**config.mk**
```make
export PLATFORM = sky130hd
export DESIGN_NAME = instruction_encoder
export DESIGN_NICKNAME = d
export VERILOG_FILES = /design/src/rtl/instruction_encoder_pkg.sv /design/src/rtl/instruction_packer.sv /design/src/rtl/instruction_encoder.sv
export SDC_FILE = /design/constraint.sdc
export NUM_CORES = 1
export LEC_CHECK = 0
export CAP_MARGIN = 10
export CORE_MARGIN = 2
export CORE_UTILIZATION = 40
export DETAILED_ROUTE_END_ITERATION = 6
export HOLD_SLACK_MARGIN = 0.03
export PLACE_DENSITY = 0.84
export SYNTH_ARGS = -nofsm -noshare
export SYNTH_HDL_FRONTEND = slang
export SYNTH_SLANG_ARGS = --single-unit
export TNS_END_PERCENT = 5
```
**constraint.sdc**
```tcl
create_clock -name clock -period 4.2 [get_ports clock]
set_input_delay 1.05 -clock clock [delete_from_list [all_inputs] [get_ports clock]]
set_output_delay 1.05 -clock clock [all_outputs]
set_load 0.005 [all_outputs]
```
**src/rtl/instruction_encoder_pkg.sv**
```systemverilog
// rtl/instruction_encoder_pkg.sv - instruction kinds, MIPS opcode/funct constants and word-packing helpers
package instruction_encoder_pkg;

  // Symbolic instruction kinds accepted on the request interface; 12-15 are illegal
  typedef enum logic [3:0] {
    KIND_ADD  = 4'd0,
    KIND_SUB  = 4'd1,
    KIND_AND  = 4'd2,
    KIND_OR   = 4'd3,
    KIND_SLT  = 4'd4,
    KIND_ADDI = 4'd5,
    KIND_ORI  = 4'd6,
    KIND_LW   = 4'd7,
    KIND_SW   = 4'd8,
    KIND_BEQ  = 4'd9,
    KIND_BNE  = 4'd10,
    KIND_J    = 4'd11
  } instr_kind_e;

  // Primary opcodes
  localparam logic [5:0] OP_RTYPE = 6'h00;
  localparam logic [5:0] OP_J     = 6'h02;
  localparam logic [5:0] OP_BEQ   = 6'h04;
  localparam logic [5:0] OP_BNE   = 6'h05;
  localparam logic [5:0] OP_ADDI  = 6'h08;
  localparam logic [5:0] OP_ORI   = 6'h0d;
  localparam logic [5:0] OP_LW    = 6'h23;
  localparam logic [5:0] OP_SW    = 6'h2b;

  // R-type function codes
  localparam logic [5:0] FN_ADD = 6'h20;
  localparam logic [5:0] FN_SUB = 6'h22;
  localparam logic [5:0] FN_AND = 6'h24;
  localparam logic [5:0] FN_OR  = 6'h25;
  localparam logic [5:0] FN_SLT = 6'h2a;

  // R-type layout: shamt is always zero for the supported operations
  function automatic logic [31:0] pack_r(input logic [4:0] rs, input logic [4:0] rt,
                                         input logic [4:0] rd, input logic [5:0] funct);
    return {OP_RTYPE, rs, rt, rd, 5'd0, funct};
  endfunction

  // I-type layout: only the low 16 bits of the immediate are carried
  function automatic logic [31:0] pack_i(input logic [5:0] op, input logic [4:0] rs,
                                         input logic [4:0] rt, input logic [15:0] imm16);
    return {op, rs, rt, imm16};
  endfunction

endpackage

```
**src/rtl/instruction_packer.sv**
```systemverilog
// rtl/instruction_packer.sv - combinational kind+fields to 32-bit MIPS word with illegal flag
module instruction_packer
  import instruction_encoder_pkg::*;
(
  input  logic [3:0]  kind_i,
  input  logic [4:0]  rs_i,
  input  logic [4:0]  rt_i,
  input  logic [4:0]  rd_i,
  input  logic [25:0] imm_i,
  output logic [31:0] word_o,
  output logic        illegal_o
);

  // Select the layout by kind; unused fields never reach the word
  always_comb begin
    word_o    = 32'd0;
    illegal_o = 1'b0;
    case (kind_i)
      KIND_ADD:  word_o = pack_r(rs_i, rt_i, rd_i, FN_ADD);
      KIND_SUB:  word_o = pack_r(rs_i, rt_i, rd_i, FN_SUB);
      KIND_AND:  word_o = pack_r(rs_i, rt_i, rd_i, FN_AND);
      KIND_OR:   word_o = pack_r(rs_i, rt_i, rd_i, FN_OR);
      KIND_SLT:  word_o = pack_r(rs_i, rt_i, rd_i, FN_SLT);
      KIND_ADDI: word_o = pack_i(OP_ADDI, rs_i, rt_i, imm_i[15:0]);
      KIND_ORI:  word_o = pack_i(OP_ORI,  rs_i, rt_i, imm_i[15:0]);
      KIND_LW:   word_o = pack_i(OP_LW,   rs_i, rt_i, imm_i[15:0]);
      KIND_SW:   word_o = pack_i(OP_SW,   rs_i, rt_i, imm_i[15:0]);
      KIND_BEQ:  word_o = pack_i(OP_BEQ,  rs_i, rt_i, imm_i[15:0]);
      KIND_BNE:  word_o = pack_i(OP_BNE,  rs_i, rt_i, imm_i[15:0]);
      KIND_J:    word_o = {OP_J, imm_i};
      default:   illegal_o = 1'b1;
    endcase
  end

endmodule

```
**src/rtl/instruction_encoder.sv**
```systemverilog
// rtl/instruction_encoder.sv - session FSM packing instruction requests into consecutive imem writes
module instruction_encoder
  import instruction_encoder_pkg::*;
#(
  parameter int ADDR_W    = 8,
  parameter int MAX_WORDS = 256
) (
  input  logic              clock,
  input  logic              reset_n,
  input  logic              start,
  input  logic [ADDR_W-1:0] base_addr,
  input  logic              finish,
  input  logic              enc_valid,
  output logic              enc_ready,
  input  logic [3:0]        enc_kind,
  input  logic [4:0]        enc_rs,
  input  logic [4:0]        enc_rt,
  input  logic [4:0]        enc_rd,
  input  logic [25:0]       enc_imm,
  output logic              imem_we,
  input  logic              imem_ready,
  output logic [ADDR_W-1:0] imem_addr,
  output logic [31:0]       imem_wdata,
  output logic [ADDR_W:0]   count,
  output logic              busy,
  output logic              done,
  output logic              error
);

  localparam logic [1:0] ST_IDLE   = 2'd0;
  localparam logic [1:0] ST_ACCEPT = 2'd1;
  localparam logic [1:0] ST_WRITE  = 2'd2;
  localparam logic [1:0] ST_FULL   = 2'd3;

  localparam logic [ADDR_W:0] MAX_CNT = (ADDR_W+1)'(MAX_WORDS);

  logic [1:0]        state_q, state_d;
  logic [ADDR_W-1:0] addr_q, addr_d;
  logic [31:0]       wdata_q, wdata_d;
  logic [ADDR_W:0]   count_q, count_d;
  logic              err_q, err_d;
  logic              done_q, done_d;
  logic              fin_q, fin_d;

  logic [31:0]       pk_word;
  logic              pk_illegal;

  instruction_packer u_packer (
    .kind_i    (enc_kind),
    .rs_i      (enc_rs),
    .rt_i      (enc_rt),
    .rd_i      (enc_rd),
    .imm_i     (enc_imm),
    .word_o    (pk_word),
    .illegal_o (pk_illegal)
  );

  // Next-state logic: session control, address/count advance and finish tracking
  always_comb begin
    state_d = state_q;
    addr_d  = addr_q;
    wdata_d = wdata_q;
    count_d = count_q;
    err_d   = err_q;
    fin_d   = fin_q;
    done_d  = 1'b0;
    case (state_q)
      ST_IDLE: begin
        if (start) begin
          state_d = ST_ACCEPT;
          addr_d  = base_addr;
          count_d = '0;
          err_d   = 1'b0;
          fin_d   = 1'b0;
        end
      end
      ST_ACCEPT: begin
        // An illegal request is consumed and only flagged; a legal one carries finish along
        if (enc_valid && pk_illegal) begin
          err_d = 1'b1;
        end
        if (enc_valid && !pk_illegal) begin
          wdata_d = pk_word;
          fin_d   = finish;
          state_d = ST_WRITE;
        end else if (finish) begin
          state_d = ST_IDLE;
          done_d  = 1'b1;
        end
      end
      ST_WRITE: begin
        // finish raised while the write is stalled is remembered, not lost
        fin_d = fin_q | finish;
        if (imem_ready) begin
          count_d = count_q + 1'b1;
          addr_d  = addr_q + 1'b1;
          if (fin_q || finish) begin
            state_d = ST_IDLE;
            done_d  = 1'b1;
          end else if (count_d == MAX_CNT) begin
            state_d = ST_FULL;
          end else begin
            state_d = ST_ACCEPT;
          end
        end
      end
      ST_FULL: begin
        if (finish) begin
          state_d = ST_IDLE;
          done_d  = 1'b1;
        end
      end
      default: state_d = ST_IDLE;
    endcase
  end

  // State and datapath registers; reset abandons any session in flight
  always_ff @(posedge clock or negedge reset_n) begin
    if (!reset_n) begin
      state_q <= ST_IDLE;
      addr_q  <= '0;
      wdata_q <= '0;
      count_q <= '0;
      err_q   <= 1'b0;
      done_q  <= 1'b0;
      fin_q   <= 1'b0;
    end else begin
      state_q <= state_d;
      addr_q  <= addr_d;
      wdata_q <= wdata_d;
      count_q <= count_d;
      err_q   <= err_d;
      done_q  <= done_d;
      fin_q   <= fin_d;
    end
  end

  assign enc_ready  = (state_q == ST_ACCEPT);
  assign imem_we    = (state_q == ST_WRITE);
  assign imem_addr  = addr_q;
  assign imem_wdata = wdata_q;
  assign count      = count_q;
  assign busy       = (state_q != ST_IDLE);
  assign done       = done_q;
  assign error      = err_q;

endmodule

```
=== Word level (Yosys, flattened, before mapping) ===
Index checks and enable logic that the tools add are counted.

* Register bits: 54
* Input port bits: 59
* Output and inout bits: 54
* Word-level logic and storage cells: 69

* Add/subtract/negate cells: 2
* Equality and inequality tests: 19
* Mux-type cells: 25
* Bitwise operators: 1
* Reduce and logical (&&, ||, !) cells: 15

{| class="wikitable"
|+ Operator list
! cell !! count
|-
| 32-bit one-hot mux with 12 select lines || 1
|-
| 9-bit two-way mux || 2
|-
| 9-bit one-hot mux with 2 select lines || 1
|-
| 4-bit by 3-bit == test with 1-bit output, second input constant || 4
|-
| 4-bit == test, second input constant || 4
|-
| 8-bit two-way mux || 2
|-
| 8-bit one-hot mux with 2 select lines || 1
|-
| 2-bit two-way mux || 6
|-
| 12-bit OR reduction || 1
|-
| 9-bit by 1-bit adder with 9-bit output, second input constant || 1
|-
| 9-bit == test, second input constant || 1
|-
| 3-bit AND reduction || 3
|-
| 8-bit by 1-bit adder with 8-bit output, second input constant || 1
|-
| 4-bit by 2-bit == test with 1-bit output, second input constant || 2
|-
| 1-bit two-way mux || 8
|-
| 2-bit one-hot mux with 4 select lines || 1
|-
| 2-bit by 1-bit != test with 1-bit output, second input constant || 3
|-
| 1-bit one-hot mux with 3 select lines || 2
|-
| 2-bit nonzero test || 3
|-
| 2-bit == test, second input constant || 2
|-
| 4-bit by 1-bit == test with 1-bit output, second input constant || 1
|-
| 4-bit logical NOT || 1
|-
| 2-bit AND reduction || 2
|-
| 3-bit nonzero test || 1
|-
| 7 further kinds || 8
|}

=== Longest topological paths before layout ===
Gate-level depths: netlist (run 1).

* Depth in word-level cells: 6
* Depth in mapped cells: 10
* Mapped depth without buffers: 7

=== By module ===
From an unflattened synthesis (run 1), not the netlist that was laid out.

* Cell total of the unflattened synthesis: 324
* Area total of the unflattened synthesis: 3,223.1 um^2

{| class="wikitable"
|+ Modules (own cells, without submodules)
! module !! times used !! cells an instance !! area each (um^2) !! sequential area each (um^2)
|-
| instruction_encoder || 1 || 222 || 2,585.0 || 1,351.3
|-
| instruction_packer || 1 || 102 || 638.1 || 0.0
|}

=== Worst setup path before layout (run 1) ===
Ideal clock, no wire load.

* Path type: input port to flip-flop
* From: input port enc_kind[3]
* To: register wdata_q[28], in the netlist imem_wdata[28]
* Arrival: 1,928 ps
* Required time: 4,082 ps
* Setup slack: 2,154 ps
* Cell stages on the path: 6
* Buffers on the path: 1
* Cell sequence: buf_4 nor2b_2 or2_2 nand2_1 a21oi_1 a21o_1

* Longest elaborated chain between the ends: 4

{| class="wikitable"
|+ Ends and longest elaborated chain
! element !! line !! RTL
|-
| start, declared || instruction_encoder.sv:15 || <nowiki>input logic [3:0] enc_kind,</nowiki>
|-
| 4-bit by 1-bit == test with 1-bit output, or another cell as far along || instruction_packer.sv:18 || <nowiki>case (kind_i)</nowiki>
|-
| 12-bit OR reduction (no source line) || - ||
|-
| 1-bit logical AND || instruction_encoder.sv:82 || <nowiki>if (enc_valid && !pk_illegal) begin</nowiki>
|-
| 2-bit AND reduction (no source line) || - ||
|-
| end signal, assigned || instruction_encoder.sv:130 || <nowiki>wdata_q <= wdata_d;</nowiki>
|-
| end, declared || instruction_encoder.sv:39 || <nowiki>logic [31:0] wdata_q, wdata_d;</nowiki>
|}

Several ways; a longest one is shown, not always the timed one.
A chain may end at the register's enable or synchronous reset.

=== Worst setup path in the final report (run 1) ===
* From: register state_q[1]
* To: output port busy

* Longest elaborated chain between the ends: 1

{| class="wikitable"
|+ Ends and longest elaborated chain
! element !! line !! RTL
|-
| start, declared || instruction_encoder.sv:37 || <nowiki>logic [1:0] state_q, state_d;</nowiki>
|-
| start signal, assigned || instruction_encoder.sv:128 || <nowiki>state_q <= state_d;</nowiki>
|-
| 2-bit nonzero test || instruction_encoder.sv:143 || <nowiki>assign busy = (state_q != ST_IDLE);</nowiki>
|-
| end, declared || instruction_encoder.sv:25 || <nowiki>output logic busy,</nowiki>
|}

No other way between the ends.

==> impl_metrics.csv, run 1 <==
group,metric,value,unit
run_status,status,"finished clean",
clock_network,cts_buffers,5,
floorplanning,rows,31,
clock_network,root_buffer,"clkbuf_8",
finish,layout.nets,508,
floorplanning,die_w,89.4,um
placed_design,portBuffers,111,
clock_network,postCtsResizedCells,0,
finish,final_cell_mix,"clkdlybuf4s50_1, nand2_1, dfrtp_1",
sta,fmax,0.340,GHz
yosys,yosysSeqAreaShare,45.4,%
worst_setup_path,path_max_fanout,13,
clock_network,clock_path_buffers,2,
worst_setup_path,crit_chain,"inv_1 -> ha_1 -> inv_1 -> clkdlybuf4s50_1",
clock_network,insertion_delay,0.30,ns
sta,worst_slack,1.26,ns
power_and_ir_drop,cellLeakagePower,1.76,nW
worst_setup_path,reg2regPathDepth,7,
finish,area_growth,43.0,%
floorplanning,core,7180,sq um
global_route,grt_pass1_vias,2683,
sta,setup_tns,0,ns
yosys,synth_edf_count,0,
finish,antenna_cells,0,
placed_design,dp_hpwl,5.83,mm
sta,rsz0062_at_grt,"no",
worst_setup_path,cpMostUsedCell,"inv_1",
worst_setup_path,cp_data_arrival_time,1.89,ns
clock_network,cts_tree,"built",
yosys,yosysUniqueCellTypes,47,
global_route,grt_overflow,0,
global_route,grt.total_usage,19.2,%
yosys,syn_area,2920,sq um
detailed_routing,vias_per_cell,5.31,
sta,setup_violations,0,
worst_setup_path,required,3.15,ns
floorplanning,fp.dieH,89.4,um
detailed_routing,drc_errors,0,
clock_network,cts_hold_buf,0,
detailed_routing,wl_per_cell,14.4,um
worst_setup_path,cp.buffers_inverters,3,
yosys,postSynthAreaPerCell,8.61,sq um
worst_setup_path,max_stage_delay,0.46,ns
global_route,antenna_found_initial,0,
clock_network,ctsHtreeMaxLevel,2,
detailed_routing,antenna_left,0,
global_route,grt_max_degree,63,
sta,period_needed,2.94,ns
worst_setup_path,slowest_stage,"ha_1",
sta,slew_violations,0,
clock_network,cts_setup_buffers,0,
sta,hold_violations,0,
worst_setup_path,startpoint_type,"register",
floorplanning,start_util,40.7,%
placed_design,place_ws,1.03,ns
detailed_routing,num_vias,2873,
yosys,ys_warn_count,0,
hold_path,worstHoldPathCells,2,
floorplanning,pin_count,113,
yosys,ys_seq_elements,53,
clock_network,cts_sinks,53,
run,drv_cap,0,
yosys,syn_inst,339,
placed_design,place.gp.congestion,0.828,
sta,slew-limit-headroom,49.1,%
worst_setup_path,cp_top_family,"buffers and inverters",
global_route,grt_first_pass_wirelength,12.1,mm
hold_path,holdCritPathClass,"register to register",
worst_setup_path,critPathKind,"register to output port",
worst_setup_path,endpoint_kind,"output port",
sta,tightest_slew,0.759,ns
detailed_routing,drt_wl_total,7.77,mm
detailed_routing,first_iter_violations,121,
power_and_ir_drop,powerDensity,555,nW/um^2
power_and_ir_drop,ir_drop,0.261,mV
worst_setup_path,cp.depth,4,
detailed_routing,firstDrtPassIters,4,
sta,fin_crit_sh,70.0,%
floorplanning,dieArea,8000,sq um
clock_network,clk_pin_slew_worst_paths,0.09,ns
yosys,async_flop_share,100,%
yosys,synthFlopType,"dfrtp_1",
yosys,synth_fp_nets,405,
sta,fin_worst_skew,0.00917,ns
finish,mostFrequentLayoutCell,"clkdlybuf4s50_1",
finish,layout-drive-gt1-share,5.20,%
==> worst reg2reg max path, delay by kind of cell, from the launching register on <==
family	cells	cell delay [ns]
AOI/OAI and AO/OA	3	0.47
DFF	1	0.42
adders and majority gates	1	0.46
buffers and inverters	1	0.13
and+or+nand+nor	2	0.53
==> state kept, by name, summed over array words and instances (netlist names) <==
| name | count |
|---|---|
| imem_wdata | 31 |
| error | 1 |
| count | 9 |
| done | 1 |
| fin_q | 1 |
| imem_addr | 8 |
| state_q | 2 |
==> report_power, final <==
part | switching, mW | total, mW | internal, mW
clock | 0.163 | 0.336 | 0.174
combinational | 0.506 | 1.12 | 0.615
sequential | 0.150 | 0.861 | 0.711
total | 0.819 | 2.32 | 1.50
==> worst paths after layout <==
kind	from	end	slack (ns)
hold / removal	imem_wdata[24]	imem_wdata[24]	0.49
setup reg to reg	state_q[1]	count[3]	2.12
setup / recovery	state_q[1]	busy	1.26
hold reg to reg	imem_wdata[24]	imem_wdata[24]	0.49
max in group asynchronous	reset_n	imem_wdata[22]	2.69
min in group asynchronous	reset_n	imem_wdata[28]	0.71
==> layout make-up <==
cell class | instances | area (sq um)
Clock buffer | 5 | 68.8
Clock inverter | 2 | 35.0
Fill cell | 630 | 3000
Inverter | 11 | 41.3
Multi-Input combinational cell | 257 | 1450
Sequential cell | 53 | 1330
Tap cell | 99 | 124
Timing Repair Buffer | 114 | 1130
==> metal layers <==
metal  vias to the layer above  GRT usage [%]  routed length [um]
met5                         -              0                   0
met3                         6           4.06                 601
met2                       110           33.7                3730
li1                       1404              -                   -
met1                      1353           24.3                3380
met4                         0           4.48                  56
==> kinds of logic after synthesis <==
family | after synthesis | synth area share (%)
adder cells (fa/ha/maj) | 7 | 3.00
AO/OA/AOI/OAI | 121 | 25.0
AND/OR/NAND/NOR | 119 | 18.5
flip-flops | 53 | 45.4
XOR/XNOR | 6 | 1.80
multiplexers | 3 | 1.07
other | 1 | 0.128
buffers and inverters | 29 | 5.06
==> cell usage after synthesis, types with 2 or more instances <==
master | instances | area share [%]
mux2i_1 | 2 | 0.69
buf_2 | 4 | 0.69
xnor2_1 | 3 | 0.90
ha_1 | 7 | 3.0
o21ai_2 | 2 | 0.60
a2bb2oi_1 | 3 | 0.90
a31oi_1 | 4 | 0.86
a22oi_1 | 17 | 4.4
a21oi_1 | 21 | 3.6
o31ai_1 | 2 | 0.51
o211ai_1 | 3 | 0.77
and2b_1 | 2 | 0.51
inv_1 | 11 | 1.4
and3_1 | 8 | 1.7
buf_4 | 5 | 1.3
o22ai_1 | 4 | 0.86
clkbuf_1 | 7 | 0.90
or2_2 | 3 | 0.64
dfrtp_1 | 53 | 45
o21ai_0 | 51 | 8.7
nand4_1 | 2 | 0.43
nor2_1 | 22 | 2.8
nand3_1 | 12 | 2.1
xor2_1 | 3 | 0.90
buf_6 | 2 | 0.77
o21ai_1 | 4 | 0.69
nand2_1 | 58 | 7.5
o311ai_0 | 2 | 0.60
nand2b_1 | 3 | 0.64
nor3_1 | 2 | 0.34
==> per-stage QoR <==
stage                     power [mW]  utilization (%)  cell area (sq um)  hold slack [ns]  instances
after floorplan                 1.42                -               2920            0.473        339
after global placement          1.96             56.7               4070            0.459        534
after detailed placement        2.00             56.7               4070            0.470        534
after CTS                       2.34             58.2               4170            0.493        541
after global routing            2.52             58.2               4170            0.514        541
final                           2.32             58.2               4170            0.487        541
No activity file was read; power rests on OpenSTA's default activity.
==> inputs of run 2 (changes only) <==
==> constraint.sdc (replaced) <==
create_clock -name clock -period 3 [get_ports clock]
set_input_delay 0.75 -clock clock [delete_from_list [all_inputs] [get_ports clock]]
set_output_delay 0.75 -clock clock [all_outputs]
set_load 0.005 [all_outputs]
==> impl_metrics.csv, run 2 (synthesized netlist as in run 1, its figures left out) <==
group,metric,value,unit
detailed_routing,wl_per_cell,14.0,um
clock_network,ctsHtreeMaxLevel,2,
worst_setup_path,startpoint_type,"register",
power_and_ir_drop,clkPwrFrac,12.2,%
finish,largest_reg_flops,31,
clock_network,cts_tree,"built",
worst_setup_path,required,2.25,ns
global_route,grt_first_pass_wirelength,12.0,mm
placed_design,place.gp.congestion,0.824,
sta,hold_violations,0,
finish,fin_cells,545,
global_route,grt_pass1_vias,2655,
global_route,grt.total_usage,19.0,%
floorplanning,rows,31,
worst_setup_path,cp_data_arrival_time,1.76,ns
floorplanning,pin_count,113,
clock_network,cts_buffers,5,
power_and_ir_drop,ir_drop,0.422,mV
finish,layout-drive-gt1-share,5.83,%
detailed_routing,num_vias,2883,
worst_setup_path,path_max_fanout,13,
run_status,status,"finished clean",
worst_setup_path,critPathKind,"register to output port",
placed_design,dp_hpwl,5.74,mm
worst_setup_path,endpoint_kind,"output port",
worst_setup_path,cp_top_family,"buffers and inverters",
sta,tightest_slew,0.680,ns
floorplanning,fp.dieH,89.4,um
sta,setup_violations,0,
run,drv_cap,0,
floorplanning,die_w,89.4,um
power_and_ir_drop,seqPwrFrac,37.9,%
clock_network,postCtsResizedCells,0,
finish,seqCellArea,1330,sq um
clock_network,insertion_delay,0.30,ns
finish,antenna_cells,0,
detailed_routing,first_iter_violations,129,
floorplanning,start_util,40.7,%
hold_path,holdCritPathClass,"register to register",
finish,fillers,646,
sta,rsz0062_at_grt,"no",
sta,setup_tns,0,ns
power_and_ir_drop,p_comb_share,49.9,%
detailed_routing,vias_per_cell,5.29,
global_route,grt_max_degree,63,
sta,fmax,0.399,GHz
placed_design,portBuffers,111,
power_and_ir_drop,power_switching,1.14,mW
global_route,antenna_found_initial,0,
detailed_routing,firstDrtPassIters,4,
detailed_routing,drt_wl_total,7.65,mm
placed_design,placed_cells,537,
power_and_ir_drop,power,3.18,mW
detailed_routing,antenna_left,0,
clock_network,cts_setup_buffers,0,
finish,multiInputGateArea,1450,sq um
worst_setup_path,max_stage_delay,0.50,ns
worst_setup_path,slowest_stage,"clkdlybuf4s50_1",
floorplanning,dieArea,8000,sq um
worst_setup_path,cpMostUsedCell,"inv_1",
sta,slew-limit-headroom,54.7,%
clock_network,cts_sinks,53,
sta,period_needed,2.51,ns
floorplanning,core,7180,sq um
power_and_ir_drop,powerDensity,760,nW/um^2
finish,mostFrequentLayoutCell,"clkdlybuf4s50_1",
sta,fin_crit_sh,83.6,%
sta,slew_violations,0,
clock_network,clock_path_buffers,2,
finish,area_growth,43.5,%
power_and_ir_drop,intPower,2.04,mW
detailed_routing,drc_errors,0,
power_and_ir_drop,p_sw_share,35.9,%
global_route,grt_overflow,0,
sta,fin_worst_skew,0.00382,ns
worst_setup_path,crit_chain,"inv_1 -> ha_1 -> buf_4 -> inv_1 -> clkdlybuf4s50_1",
power_and_ir_drop,cellLeakagePower,1.77,nW
clock_network,clk_pin_slew_worst_paths,0.09,ns
worst_setup_path,cp.buffers_inverters,4,
finish,final_cell_mix,"clkdlybuf4s50_1, nand2_1, dfrtp_1",
finish,layout.nets,511,
clock_network,root_buffer,"clkbuf_8",
clock_network,cts_hold_buf,0,
[run 2: cell types whose count changed in the layout (fill, tap and decap cells not counted)]
cell	change
buf_12	+1
bufinv_16	-1
buf_4	+2
clkinv_2	+1
clkbuf_1	+1
[run 2: per-stage QoR]
step | instance area (sq um) | hold slack (ns) | utilization (%) | setup slack [ns]
floorplan | 2920 | 0.454 | - | 1.25
global placement | 4110 | 0.459 | 57.2 | 0.548
detailed placement | 4110 | 0.471 | 57.2 | 0.469
CTS | 4190 | 0.492 | 58.4 | 0.466
global route | 4190 | 0.510 | 58.4 | 0.378
finish | 4190 | 0.487 | 58.4 | 0.493
[run 2: per-layer routing]
layer	track usage [%]	part of all wire (%)	routed length, um	vias to the layer above
met5	0	0	0	-
met4	3.53	0.21	16	0
met3	4.99	8.0	608	2
met2	33.8	49	3720	101
met1	23.3	43	3300	1373
li1	-	-	-	1407
[run 2: worst register-to-register path, delay by kind of cell, from the launching register on]
family,cells,cell delay (ns)
and+or+nand+nor,2,0.50
AOI/OAI and AO/OA,3,0.48
DFF,1,0.41
buffers and inverters,2,0.27
adders and majority gates,1,0.20
[run 2: worst paths after layout]
path / from / endpoint / slack (ns) / depth (start not counted)
worst max-delay path: state_q[0] / busy / 0.49 / 5
worst min-delay path: imem_wdata[10] / imem_wdata[10] / 0.49 / 2
worst max register to register: state_q[0] / count[2] / 1.02 / 8
worst min register to register: imem_wdata[10] / imem_wdata[10] / 0.49 / 2
max in group asynchronous: reset_n / imem_wdata[20] / 1.98 / 2
min in group asynchronous: reset_n / imem_wdata[1] / 0.58 / 2
[run 2: area by class of cell]
class	count	area share [%]
flip-flops and latches	53	31.7
clock buffers	6	1.73
repair buffers	117	27.8
multi-input cells	257	34.6
well taps	99	2.96
clock inverters	2	0.239
inverters	11	0.986
[run 2: power groups by stage]
| stage | Combinational, mW | Sequential, mW | Clock [mW] |
|---|---|---|---|
| CTS | 1.61 | 1.20 | 0.408 |
| floorplan | 0.772 | 1.21 | 0 |
| finish | 1.59 | 1.21 | 0.387 |
| detailed placement | 1.60 | 1.22 | 0 |
| global route | 1.79 | 1.25 | 0.440 |
| global placement | 1.56 | 1.21 | 0 |
==> inputs of run 3 (changes only) <==
==> constraint.sdc (replaced) <==
create_clock -name clock -period 2.5 [get_ports clock]
set_input_delay 0.625 -clock clock [delete_from_list [all_inputs] [get_ports clock]]
set_output_delay 0.625 -clock clock [all_outputs]
set_load 0.005 [all_outputs]
==> impl_metrics.csv, run 3 (synthesized netlist as in run 1, its figures left out) <==
group,metric,value,unit
run_status,status,"finished clean",
clock_network,cts_setup_buffers,0,
clock_network,insertion_delay,0.31,ns
finish,layout-drive-gt1-share,7.32,%
placed_design,place_ws,0.237,ns
clock_network,ctsHtreeMaxLevel,2,
detailed_routing,drc_errors,0,
placed_design,place.gp.congestion,0.865,
placed_design,dp_hpwl,6.01,mm
finish,fillers,629,
clock_network,cts_hold_buf,0,
detailed_routing,wl_met3,597,um
global_route,grt_overflow,0,
sta,slew_violations,0,
floorplanning,fp.dieH,89.4,um
sta,setup_tns,0,ns
clock_network,root_buffer,"clkbuf_8",
clock_network,clk_pin_slew_worst_paths,0.09,ns
detailed_routing,firstDrtPassIters,4,
sta,slew-limit-headroom,57.6,%
floorplanning,pin_count,113,
clock_network,cts_sinks,53,
worst_setup_path,path_max_fanout,6,
floorplanning,die_w,89.4,um
global_route,antenna_found_initial,0,
sta,fmax,0.419,GHz
finish,mostFrequentLayoutCell,"clkdlybuf4s50_1",
power_and_ir_drop,powerDensity,911,nW/um^2
hold_path,holdCritPathClass,"input pin to asynchronous set/reset pin",
detailed_routing,num_vias,2867,
sta,tightest_slew,0.636,ns
finish,final_core_util,59.2,%
sta,worst_slack,0.112,ns
clock_network,cts_buffers,5,
worst_setup_path,startpoint_type,"register",
floorplanning,start_util,40.7,%
worst_setup_path,critPathKind,"register to output port",
finish,final_cell_mix,"clkdlybuf4s50_1, nand2_1, dfrtp_1",
worst_setup_path,endpoint_kind,"output port",
floorplanning,core,7180,sq um
finish,area_growth,45.6,%
run,drv_cap,0,
finish,largest_reg_flops,31,
sta,period_needed,2.39,ns
finish,layout.nets,516,
global_route,grt.total_usage,19.7,%
global_route,grt_first_pass_wirelength,12.3,mm
floorplanning,dieArea,8000,sq um
detailed_routing,drt-met1-wl,3.43,mm
global_route,grt_pass1_vias,2650,
detailed_routing,top_layer,"met4",
clock_network,cts_tree,"built",
detailed_routing,route.met2.wl,3.77,mm
global_route,grt_max_degree,63,
sta,whs,0.327,ns
detailed_routing,vias_per_cell,5.21,
detailed_routing,antenna_left,0,
sta,rsz0062_at_grt,"no",
sta,hold_violations,0,
finish,multiInputGateArea,1450,sq um
sta,setup_violations,0,
placed_design,portBuffers,111,
detailed_routing,first_iter_violations,68,
floorplanning,rows,31,
worst_setup_path,required,1.88,ns
clock_network,postCtsResizedCells,0,
worst_setup_path,cp_data_arrival_time,1.76,ns
detailed_routing,wl_per_cell,14.3,um
finish,antenna_cells,0,
finish,seqCellArea,1330,sq um
detailed_routing,drt_wl_total,7.88,mm
clock_network,clock_path_buffers,2,
sta,fin_crit_sh,95.5,%
power_and_ir_drop,cellLeakagePower,1.79,nW
power_and_ir_drop,ir_drop,0.562,mV
sta,fin_worst_skew,0.00230,ns
==> run 3: critical path, stage by stage, from the launching register on <==
cell and delay [ns]:
dfrtp_1 0.43, inv_1 0.14, ha_1 0.31, clkdlybuf4s50_1 0.58
==> run 3: stage by stage <==
step | cell area (sq um) | std cells | power (mW)
finish | 4250 | 550 | 3.87
global route | 4250 | 550 | 4.19
CTS | 4250 | 550 | 3.91
detailed placement | 4160 | 542 | 3.41
global placement | 4160 | 542 | 3.33
floorplan | 2920 | 339 | 2.38
==> run 3: worst paths after layout <==
check,endpoint,startpoint,depth (start not counted),slack [ns]
worst max-delay path,enc_ready,state_q[1],3,0.11
worst min-delay path,imem_wdata[7],reset_n,1,0.33
worst max register to register,count[5],state_q[0],8,0.53
worst min register to register,imem_wdata[26],imem_wdata[26],2,0.48
max in group asynchronous,count[6],reset_n,2,1.61
min in group clock,imem_wdata[26],imem_wdata[26],2,0.48
==> run 3: cell type report <==
| type | instances | share of cell area, % |
|---|---|---|
| inverter | 11 | 0.972 |
| multi-input combinational | 257 | 34.2 |
| clock buffer | 5 | 1.62 |
| tap | 99 | 2.92 |
| sequential | 53 | 31.2 |
| timing repair buffer | 122 | 28.6 |
| clock inverter | 3 | 0.530 |
==> run 3: report_power, final <==
group          internal, mW  total [mW]  leakage (nW)  switching [mW]
logic                  1.08        1.95          1.07           0.874
clock network         0.197       0.486        0.0364           0.289
registers              1.19        1.44         0.687           0.244
total                  2.47        3.87          1.79            1.41
==> run 3: metal layers <==
metal  vias up  global-route usage [%]
li1       1423                       -
met2        97                    34.3
met4         0                    4.48
met5         -                       0
met1      1337                    24.4
met3        10                    5.08
